<file path="src/rtl/rv32i_pkg.sv">
// Shared types and control-field encodings for the RV32I multicycle control path.
package rv32i_pkg;

  typedef enum logic [2:0] {
    R_TYPE, I_ALU, LOAD, STORE, BRANCH, JAL, ILLEGAL
  } instr_type_t;

  // S_ prefix keeps the state names from colliding with instr_type_t members.
  typedef enum logic [3:0] {
    S_FETCH, S_DECODE, S_MEMADR, S_MEMRD, S_MEMWB, S_MEMWR,
    S_EXEC_R, S_EXEC_I, S_ALUWB, S_BEQ, S_JAL, S_FAULT
  } mc_state_t;

  localparam logic [1:0] SRCA_PC     = 2'b00;
  localparam logic [1:0] SRCA_OLDPC  = 2'b01;
  localparam logic [1:0] SRCA_RS1    = 2'b10;

  localparam logic [1:0] SRCB_RS2    = 2'b00;
  localparam logic [1:0] SRCB_IMM    = 2'b01;
  localparam logic [1:0] SRCB_4      = 2'b10;

  localparam logic [1:0] RES_ALUOUT  = 2'b00;
  localparam logic [1:0] RES_MEM     = 2'b01;
  localparam logic [1:0] RES_ALU     = 2'b10;

  localparam logic [1:0] IMM_I       = 2'b00;
  localparam logic [1:0] IMM_S       = 2'b01;
  localparam logic [1:0] IMM_B       = 2'b10;
  localparam logic [1:0] IMM_J       = 2'b11;

  localparam logic [1:0] ALUOP_ADD   = 2'b00;
  localparam logic [1:0] ALUOP_SUB   = 2'b01;
  localparam logic [1:0] ALUOP_FUNCT = 2'b10;

  typedef struct packed {
    logic       mem_req;
    logic       mem_we;
    logic       adr_src;
    logic       ir_write;
    logic       pc_en;
    logic       reg_write;
    logic [1:0] alu_src_a;
    logic [1:0] alu_src_b;
    logic [1:0] result_src;
    logic [1:0] imm_src;
    logic [1:0] op;
    logic       fault;
  } mc_ctrl_t;

endpackage

</file>
<file path="src/rtl/mc_out_dec.sv">
// Combinational state-to-control decode for the multicycle sequencer.
module mc_out_dec
  import rv32i_pkg::*;
(
  input  mc_state_t   i_state,
  input  instr_type_t i_instr_type,
  input  logic        i_zero,
  output mc_ctrl_t    o_ctrl
);

  always_comb begin
    o_ctrl = '0;
    case (i_state)
      S_FETCH: begin
        o_ctrl.mem_req    = 1'b1;
        o_ctrl.alu_src_a  = SRCA_PC;
        o_ctrl.alu_src_b  = SRCB_4;
        o_ctrl.op         = ALUOP_ADD;
        o_ctrl.result_src = RES_ALU;
      end
      S_DECODE: begin
        // Branch target is computed here while the register file is read.
        o_ctrl.alu_src_a = SRCA_OLDPC;
        o_ctrl.alu_src_b = SRCB_IMM;
        o_ctrl.imm_src   = IMM_B;
        o_ctrl.op        = ALUOP_ADD;
      end
      S_MEMADR: begin
        o_ctrl.alu_src_a = SRCA_RS1;
        o_ctrl.alu_src_b = SRCB_IMM;
        o_ctrl.op        = ALUOP_ADD;
        o_ctrl.imm_src   = (i_instr_type == STORE) ? IMM_S : IMM_I;
      end
      S_MEMRD: begin
        o_ctrl.mem_req = 1'b1;
        o_ctrl.adr_src = 1'b1;
      end
      S_MEMWB: begin
        o_ctrl.result_src = RES_MEM;
        o_ctrl.reg_write  = 1'b1;
      end
      S_MEMWR: begin
        o_ctrl.mem_req = 1'b1;
        o_ctrl.mem_we  = 1'b1;
        o_ctrl.adr_src = 1'b1;
      end
      S_EXEC_R: begin
        o_ctrl.alu_src_a = SRCA_RS1;
        o_ctrl.alu_src_b = SRCB_RS2;
        o_ctrl.op        = ALUOP_FUNCT;
      end
      S_EXEC_I: begin
        o_ctrl.alu_src_a = SRCA_RS1;
        o_ctrl.alu_src_b = SRCB_IMM;
        o_ctrl.imm_src   = IMM_I;
        o_ctrl.op        = ALUOP_FUNCT;
      end
      S_ALUWB: begin
        o_ctrl.result_src = RES_ALUOUT;
        o_ctrl.reg_write  = 1'b1;
      end
      S_BEQ: begin
        o_ctrl.alu_src_a  = SRCA_RS1;
        o_ctrl.alu_src_b  = SRCB_RS2;
        o_ctrl.op         = ALUOP_SUB;
        o_ctrl.result_src = RES_ALUOUT;
        o_ctrl.pc_en      = i_zero;
      end
      S_JAL: begin
        // ALU forms old-PC + 4 for the link write in ALUWB.
        o_ctrl.alu_src_a  = SRCA_OLDPC;
        o_ctrl.alu_src_b  = SRCB_4;
        o_ctrl.op         = ALUOP_ADD;
        o_ctrl.result_src = RES_ALUOUT;
        o_ctrl.pc_en      = 1'b1;
      end
      S_FAULT: o_ctrl.fault = 1'b1;
      default: o_ctrl = '0;
    endcase
  end

endmodule

</file>
<file path="src/rtl/mc_ctrl_fsm.sv">
// Multicycle RV32I control sequencer with memory timeout and sticky fault.
// Optional performance counters are enabled by defining MC_CTRL_PERF_EN.
module mc_ctrl_fsm
  import rv32i_pkg::*;
#(
  parameter int TIMEOUT_CYCLES = 16,
  parameter int CNT_W          = 32
) (
  input  logic        clk,
  input  logic        arst,
  input  instr_type_t instr_type,
  input  logic        zero,
  input  logic        halt,
  input  logic        mem_ready,
  output logic        mem_req,
  output logic        mem_we,
  output logic        adr_src,
  output logic        ir_write,
  output logic        pc_en,
  output logic        reg_write,
  output logic [1:0]  alu_src_a,
  output logic [1:0]  alu_src_b,
  output logic [1:0]  result_src,
  output logic [1:0]  imm_src,
  output logic [1:0]  op,
`ifdef MC_CTRL_PERF_EN
  output logic [CNT_W-1:0] cyc_cnt,
  output logic [CNT_W-1:0] ret_cnt,
`endif
  output logic        fault
);

  localparam int TW = (TIMEOUT_CYCLES > 2) ? $clog2(TIMEOUT_CYCLES) : 1;

  if (TIMEOUT_CYCLES < 2) begin : g_bad_timeout
    $error("mc_ctrl_fsm: TIMEOUT_CYCLES must be at least 2");
  end
  if (CNT_W < 1) begin : g_bad_cnt_w
    $error("mc_ctrl_fsm: CNT_W must be at least 1");
  end

  mc_state_t     r_state;
  mc_state_t     w_next;
  logic          r_req_out;
  logic [TW-1:0] r_tcnt;
  mc_ctrl_t      w_dec;
  mc_ctrl_t      w_out;
  logic          w_fetch;
  logic          w_req;
  logic          w_wait;
  logic          w_tmo;

  mc_out_dec u_dec (
    .i_state      (r_state),
    .i_instr_type (instr_type),
    .i_zero       (zero),
    .o_ctrl       (w_dec)
  );

  // halt only suppresses a fetch that has not yet been presented to memory.
  assign w_fetch = (r_state == S_FETCH);
  assign w_req   = w_dec.mem_req & ~(w_fetch & halt & ~r_req_out);
  assign w_wait  = w_req & ~mem_ready;
  assign w_tmo   = w_wait & (r_tcnt == TW'(TIMEOUT_CYCLES - 1));

  always_comb begin
    w_next = r_state;
    case (r_state)
      S_FETCH:  if (w_req && mem_ready) w_next = S_DECODE;
      S_DECODE: begin
        case (instr_type)
          LOAD, STORE: w_next = S_MEMADR;
          R_TYPE:      w_next = S_EXEC_R;
          I_ALU:       w_next = S_EXEC_I;
          BRANCH:      w_next = S_BEQ;
          JAL:         w_next = S_JAL;
          default:     w_next = S_FAULT;
        endcase
      end
      S_MEMADR: w_next = (instr_type == STORE) ? S_MEMWR : S_MEMRD;
      S_MEMRD:  if (mem_ready) w_next = S_MEMWB;
      S_MEMWB:  w_next = S_FETCH;
      S_MEMWR:  if (mem_ready) w_next = S_FETCH;
      S_EXEC_R: w_next = S_ALUWB;
      S_EXEC_I: w_next = S_ALUWB;
      S_ALUWB:  w_next = S_FETCH;
      S_BEQ:    w_next = S_FETCH;
      S_JAL:    w_next = S_ALUWB;
      S_FAULT:  w_next = S_FAULT;
      default:  w_next = S_FAULT;
    endcase
    if (w_tmo) w_next = S_FAULT;
  end

  always_ff @(posedge clk or posedge arst) begin
    if (arst) begin
      r_state   <= S_FETCH;
      r_req_out <= 1'b0;
      r_tcnt    <= '0;
    end else begin
      r_state   <= w_next;
      r_req_out <= w_fetch & w_wait & ~w_tmo;
      r_tcnt    <= (w_wait && !w_tmo) ? r_tcnt + TW'(1) : '0;
    end
  end

  // Reset overrides combinationally so an in-flight request drops at once.
  always_comb begin
    w_out          = w_dec;
    w_out.mem_req  = w_req;
    w_out.ir_write = w_fetch & w_req & mem_ready;
    w_out.pc_en    = w_dec.pc_en | (w_fetch & w_req & mem_ready);
    if (arst) begin
      w_out           = '0;
      w_out.alu_src_b = SRCB_4;
    end
  end

  assign mem_req    = w_out.mem_req;
  assign mem_we     = w_out.mem_we;
  assign adr_src    = w_out.adr_src;
  assign ir_write   = w_out.ir_write;
  assign pc_en      = w_out.pc_en;
  assign reg_write  = w_out.reg_write;
  assign alu_src_a  = w_out.alu_src_a;
  assign alu_src_b  = w_out.alu_src_b;
  assign result_src = w_out.result_src;
  assign imm_src    = w_out.imm_src;
  assign op         = w_out.op;
  assign fault      = w_out.fault;

`ifdef MC_CTRL_PERF_EN
  logic [CNT_W-1:0] r_cyc_cnt;
  logic [CNT_W-1:0] r_ret_cnt;
  logic             w_retire;

  assign w_retire = (w_next == S_FETCH) &&
                    ((r_state == S_MEMWB) || (r_state == S_MEMWR) ||
                     (r_state == S_ALUWB) || (r_state == S_BEQ));

  always_ff @(posedge clk or posedge arst) begin
    if (arst) begin
      r_cyc_cnt <= '0;
      r_ret_cnt <= '0;
    end else begin
      if (r_state != S_FAULT) r_cyc_cnt <= r_cyc_cnt + CNT_W'(1);
      if (w_retire)           r_ret_cnt <= r_ret_cnt + CNT_W'(1);
    end
  end

  assign cyc_cnt = r_cyc_cnt;
  assign ret_cnt = r_ret_cnt;
`endif

endmodule

</file>
<file path="config.mk">
export PLATFORM = sky130hd
export DESIGN_NAME = mc_ctrl_fsm
export DESIGN_NICKNAME = d
export VERILOG_FILES = /design/src/rtl/rv32i_pkg.sv /design/src/rtl/mc_out_dec.sv /design/src/rtl/mc_ctrl_fsm.sv
export SDC_FILE = /design/constraint.sdc
export NUM_CORES = 1
export LEC_CHECK = 0
export ABC_AREA = 1
export CAP_MARGIN = 10
export CELL_PAD_IN_SITES_DETAIL_PLACEMENT = 1
export CELL_PAD_IN_SITES_GLOBAL_PLACEMENT = 1
export CORE_MARGIN = 10
export CORE_UTILIZATION = 33
export CTS_CLUSTER_SIZE = 12
export DETAILED_ROUTE_END_ITERATION = 10
export GPL_ROUTABILITY_DRIVEN = 0
export PLACE_DENSITY_LB_ADDON = 0.2
export SYNTH_ARGS = -nofsm -noshare
export SYNTH_HDL_FRONTEND = slang
export SYNTH_SLANG_ARGS = --single-unit
</file>
<file path="constraint.sdc">
create_clock -name clk -period 4.74 [get_ports clk]
set_clock_uncertainty 0.15 [all_clocks]
set_input_delay 1.422 -clock clk [delete_from_list [all_inputs] [get_ports clk]]
set_output_delay 1.422 -clock clk [all_outputs]
set_load 0.01 [all_outputs]
</file>
==> flow_summary.toml, run 1 <==
[die]
io_pins = 25
die_x_um = 67.8
die_area_sq_mm = 0.00460
num_rows = 17
core_area_sq_mm = 0.00219
start_util_pct = 34.4
die_h_um = 67.8

[timing]
finalCritPeriodShare_pct = 94.9
grt_setup_unrepaired = "false"
hold_viol = 0
tns_ps = 0
setup_ws_ps = 244
setup_viol = 0
slew_headroom_pct = 81.5
fmax_mhz = 222
slew_viol_final = 0
tightest_slew_ps = 278
period_minus_slack_ps = 4500

[routing]
wl_mm = 2.29
drcViolationCount = 0
num_vias = 821
vias_per_cell = 4.83
post_drt_wl_per_cell_um = 13.5
ant_nets = 0
initialDrtViolationCount = 22
dr.pass1.iters = 4

[yosys]
ys_seq_area_share_pct = 29.9
ys_types = 24
synth_seq_cells = 9
yosysWarnings = 0
synthCells = 113
syn_area_per_cell_sq_um = 6.68
syn_area_sq_um = 754
synth_nets = 122

[cts]
cts_tree = "done"
cts.reportedPaths.clkPinSlew_ps = 50
numCtsBuffers = 3
cts_buffer_depth = 2
htree_num_levels = 1
cts-root-buf = "clkbuf_4"
cts.repair.resized = 0
cts_setup_buffers = 0
cts_sinks = 9
cts_hold_buf = 0
insertion_delay_ps = 260

[final_layout]
fin_cells = 170
area_growth_pct = 41.5
antenna_cells = 0
final_util_pct = 48.7
fill_cells = 295
stdcell_area_sq_mm = 0.00107
nets = 152
layout-drive-gt1-share_pct = 17.6

[worst_setup_path]
cpMostUsedCell = "clkdlybuf4s50_1"
worst-r2r-cell-count = 6
endpoint_kind = "output pin"
rrSetupSlack_ps = 3200
path_buf_inv = 3
setup.worst_path.class = "primary input to output pin"
cp_data_arrival_time_ps = 2920
crit_chain = "clkdlybuf4s50_1 -> inv_1 -> nor2_1 -> nand3_2 -> nand4_1 -> a31oi_1 -> clkdlybuf4s50_1"
crit_path_top_delay_cell = "clkdlybuf4s50_1"
worstPathRequired_ps = 3170
rr_endpoint = "r_state[2]"
critPathTopFamily = "buffers and inverters"
crit_path_max_incr_delay_ps = 490
reg2reg_from = "r_state[1]"
critPathMaxFanout = 6
start_kind = "primary input"

[hold_path]
hold_start = "r_tcnt[0]"
min-delay-path-class = "flop to flop"
hold_depth = 1
min_to = "r_tcnt[0]"

[power_and_ir_drop]
vdd_drop_max_mv = 0.216
p_per_area_mw_per_mm2 = 143
p_leak_nw = 0.491

[placed_design]
post-place-ws_ps = 232
hpwl_mm = 1.98
port_buffers = 24
dp.cells = 166
place_area_sq_mm = 0.00104

[global_routing]
grt_start_max_net_pins = 10
grt_pass1_vias = 843
gr-total-overflow = 0
grtUsageTotal_pct = 10.3
grt_pass1_wl_mm = 3.74
antenna_found_initial = 0

[run_status]
status = "complete, no violations"

[job]
cap_violations = 0
## power breakdown
part	switching (W)	total [W]	internal (W)	leakage [nW]
Sequential	0	0.0000768	0.0000768	0.110
Clock	0.0000251	0.0000574	0.0000323	0.0150
Combinational	0.00000899	0.0000180	0.00000899	0.366
Total	0.0000341	0.000152	0.000118	0.491
## logic make-up after synthesis
group,after synthesis,synth area share [%]
flip-flops,9,29.9
XOR/XNOR,2,2.32
adder cells (fa/ha/maj),1,1.66
buffers and inverters,22,10.9
AO/OA/AOI/OAI,11,7.79
AND/OR/NAND/NOR,68,47.4
## placed cells by master (no fill, tap or decap)
cell	netlist	routed
clkdlybuf4s50_1	0	24
nor2_1	18	18
inv_1	16	16
nand2_1	16	16
nand3_1	13	13
dfrtp_1	9	9
nand2_2	6	6
a21oi_1	6	6
inv_2	5	5
nor2_2	3	3
nor3_1	3	3
clkbuf_4	0	3
nor2_4	2	2
nand4_2	2	2
nand4_1	2	2
o21ai_0	2	2
buf_4	0	2
nand3_4	1	1
nand3_2	1	1
and3_1	1	1
o21ai_1	1	1
a31oi_1	1	1
o31ai_1	1	1
xnor2_1	1	1
xor2_1	1	1
ha_1	1	1
clkbuf_1	1	1
## worst max-delay path by stage
stage               slack, ps   endpoint  startpoint  cells after the start
floorplan                1150  reg_write        arst                      3
global placement          270      pc_en        halt                      7
detailed placement        230      pc_en        halt                      7
CTS                       220      pc_en        halt                      7
global route              160      pc_en        halt                      7
finish                    240      pc_en        halt                      7
## area by class of cell
class | count | area (sq um) | area share (%)
inverter | 21 | 78.8 | 7.39
tap | 28 | 35.0 | 3.28
clock buffer | 4 | 26.3 | 2.46
multi-input combinational | 82 | 447 | 41.9
sequential | 9 | 225 | 21.1
timing repair buffer | 26 | 255 | 23.9
## Yosys cell counts, drive strengths merged
master	instances	area share, %
nor3	3	2.0
xor2	1	1.2
inv	21	10
o31ai	1	1.0
xnor2	1	1.2
o21ai	3	2.0
dfrtp	9	30
and3	1	0.83
a31oi	1	0.83
clkbuf	1	0.50
ha	1	1.7
nand2	22	13
nand4	4	5.0
nor2	23	14
a21oi	6	4.0
nand3	15	12
## stage by stage
stage                     power [W]  hold WS [ps]
after CTS                  0.000156           327
after detailed placement  0.0000963           319
after global routing       0.000163           362
after floorplan           0.0000849           282
final                      0.000152           323
after global placement    0.0000959           299
## sequential cells by signal (all words and copies together), names as in the netlist
| register | flops |
|---|---|
| r_req_out | 1 |
| r_tcnt | 4 |
| r_state | 4 |
## metal layers
metal | vias to the layer above | wire length, um | track usage (%)
li1 | 423 | - | -
met1 | 380 | 916 | 11.0
met2 | 18 | 1200 | 19.8
met3 | 0 | 174 | 3.59
met4 | 0 | 0 | 0.754
met5 | - | 0 | 0
Power figures use the tool's default switching activity.
==> run 2: changes to the inputs <==
Settings changed: CORE_MARGIN 10 to 2.
==> flow_summary.toml, run 2 (synthesis gave the netlist of run 1 again) <==
[power_and_ir_drop]
vdd_drop_max_mv = 0.174
p_sw_share_pct = 22.0
netSwitchingPower_w = 0.0000334
p_leak_nw = 0.491
seqPwrFrac_pct = 50.7
power.internal_w = 0.000118
clkPwrFrac_pct = 37.5
p_per_area_mw_per_mm2 = 142
power_frac_comb_pct = 11.8

[cts]
insertion_delay_ps = 260
cts_hold_buf = 0
cts_tree = "done"
cts-root-buf = "clkbuf_4"
cts_buffer_depth = 2
cts.reportedPaths.clkPinSlew_ps = 50
numCtsBuffers = 3
cts_sinks = 9
htree_num_levels = 1
cts_setup_buffers = 0
cts.repair.resized = 0

[worst_setup_path]
cp_data_arrival_time_ps = 2910
critPathTopFamily = "buffers and inverters"
crit_path_top_delay_cell = "clkdlybuf4s50_1"
endpoint_kind = "output pin"
start_kind = "primary input"
crit_path_max_incr_delay_ps = 480
path_buf_inv = 3
cpMostUsedCell = "clkdlybuf4s50_1"
setup.worst_path.class = "primary input to output pin"
rrSetupSlack_ps = 3200
critPathMaxFanout = 6
worstPathRequired_ps = 3170
crit_chain = "clkdlybuf4s50_1 -> inv_1 -> nor2_1 -> nand3_2 -> nand4_1 -> a31oi_1 -> clkdlybuf4s50_1"

[routing]
vias_per_cell = 4.89
dr.pass1.iters = 4
initialDrtViolationCount = 3
num_vias = 831
post_drt_wl_per_cell_um = 12.3
drcViolationCount = 0
ant_nets = 0
wl_mm = 2.09

[placed_design]
hpwl_mm = 1.84
port_buffers = 24
post-place-ws_ps = 244
place_area_sq_mm = 0.00104
dp.cells = 166

[timing]
tns_ps = 0
tightest_slew_ps = 283
slew_headroom_pct = 81.2
setup_viol = 0
period_minus_slack_ps = 4480
setup_ws_ps = 259
slew_viol_final = 0
finalCritPeriodShare_pct = 94.5
hold_viol = 0
grt_setup_unrepaired = "false"
fmax_mhz = 223

[die]
die_x_um = 51.8
die_h_um = 51.8
die_area_sq_mm = 0.00268
core_area_sq_mm = 0.00219
start_util_pct = 34.4
io_pins = 25
num_rows = 17

[final_layout]
layout_commonest_cell = "clkdlybuf4s50_1"
nets = 152
layout-drive-gt1-share_pct = 17.6
mostFrequentLayoutCells = "clkdlybuf4s50_1 (24), nor2_1 (18), inv_1 (16), nand2_1 (16), nand3_1 (13)"
largestRegisters = "r_state x4, r_tcnt x4, r_req_out x1"
antenna_cells = 0
area_growth_pct = 41.5
stdcell_area_sq_mm = 0.00107
fin_cells = 170

[global_routing]
grt_pass1_wl_mm = 3.57
gr-total-overflow = 0
grt_pass1_vias = 817
grtUsageTotal_pct = 18.0
grt_start_max_net_pins = 10
antenna_found_initial = 0

[run_status]
status = "complete, no violations"

[hold_path]
min-delay-path-class = "flop to flop"

[job]
cap_violations = 0
run 2: cell counts in the layout (fill, tap and decap cells not counted):
Identical to the previous run, type by type.
run 2: per-stage QoR:
stage          total power [W]  util, %  hold WS [ps]
2_1_floorplan        0.0000849        -           282
3_3_place_gp         0.0000957     47.5           299
3_5_place_dp         0.0000965     47.5           306
4_1_cts               0.000156     48.7           314
5_1_grt               0.000161     48.7           333
6_report              0.000152     48.7           311
run 2: final timing paths:
check,from,to,depth (start not counted)
max,halt,pc_en,7
min,r_tcnt[0],r_tcnt[0],1
max reg2reg,r_state[2],r_state[2],7
min reg2reg,r_tcnt[0],r_tcnt[0],1
max in group asynchronous,arst,r_tcnt[0],3
min in group asynchronous,arst,r_tcnt[2],3
run 2: per-layer routing:
metal  wire (um)  vias up  GRT usage (%)  share of wire [%]
met5           0        -              0                  0
met4           6        0           2.63               0.29
met3          80        2           4.31                3.8
met2        1090       17           32.7                 52
met1         910      389           21.9                 43
li1            -      423              -                  -
run 2: power by group through the flow:
stage	clock [W]	combinational (W)	sequential [W]
after floorplan	0	0.00000662	0.0000782
after global placement	0	0.0000175	0.0000782
after detailed placement	0	0.0000182	0.0000782
after CTS	0.0000607	0.0000183	0.0000768
after global routing	0.0000643	0.0000198	0.0000768
final	0.0000568	0.0000179	0.0000769
run 2: area by class of cell:
type	instances	area, sq um
Fill cell	302	1120
Multi-Input combinational cell	82	447
Timing Repair Buffer	26	255
Sequential cell	9	225
Inverter	21	78.8
Tap cell	28	35.0
Clock buffer	4	26.3
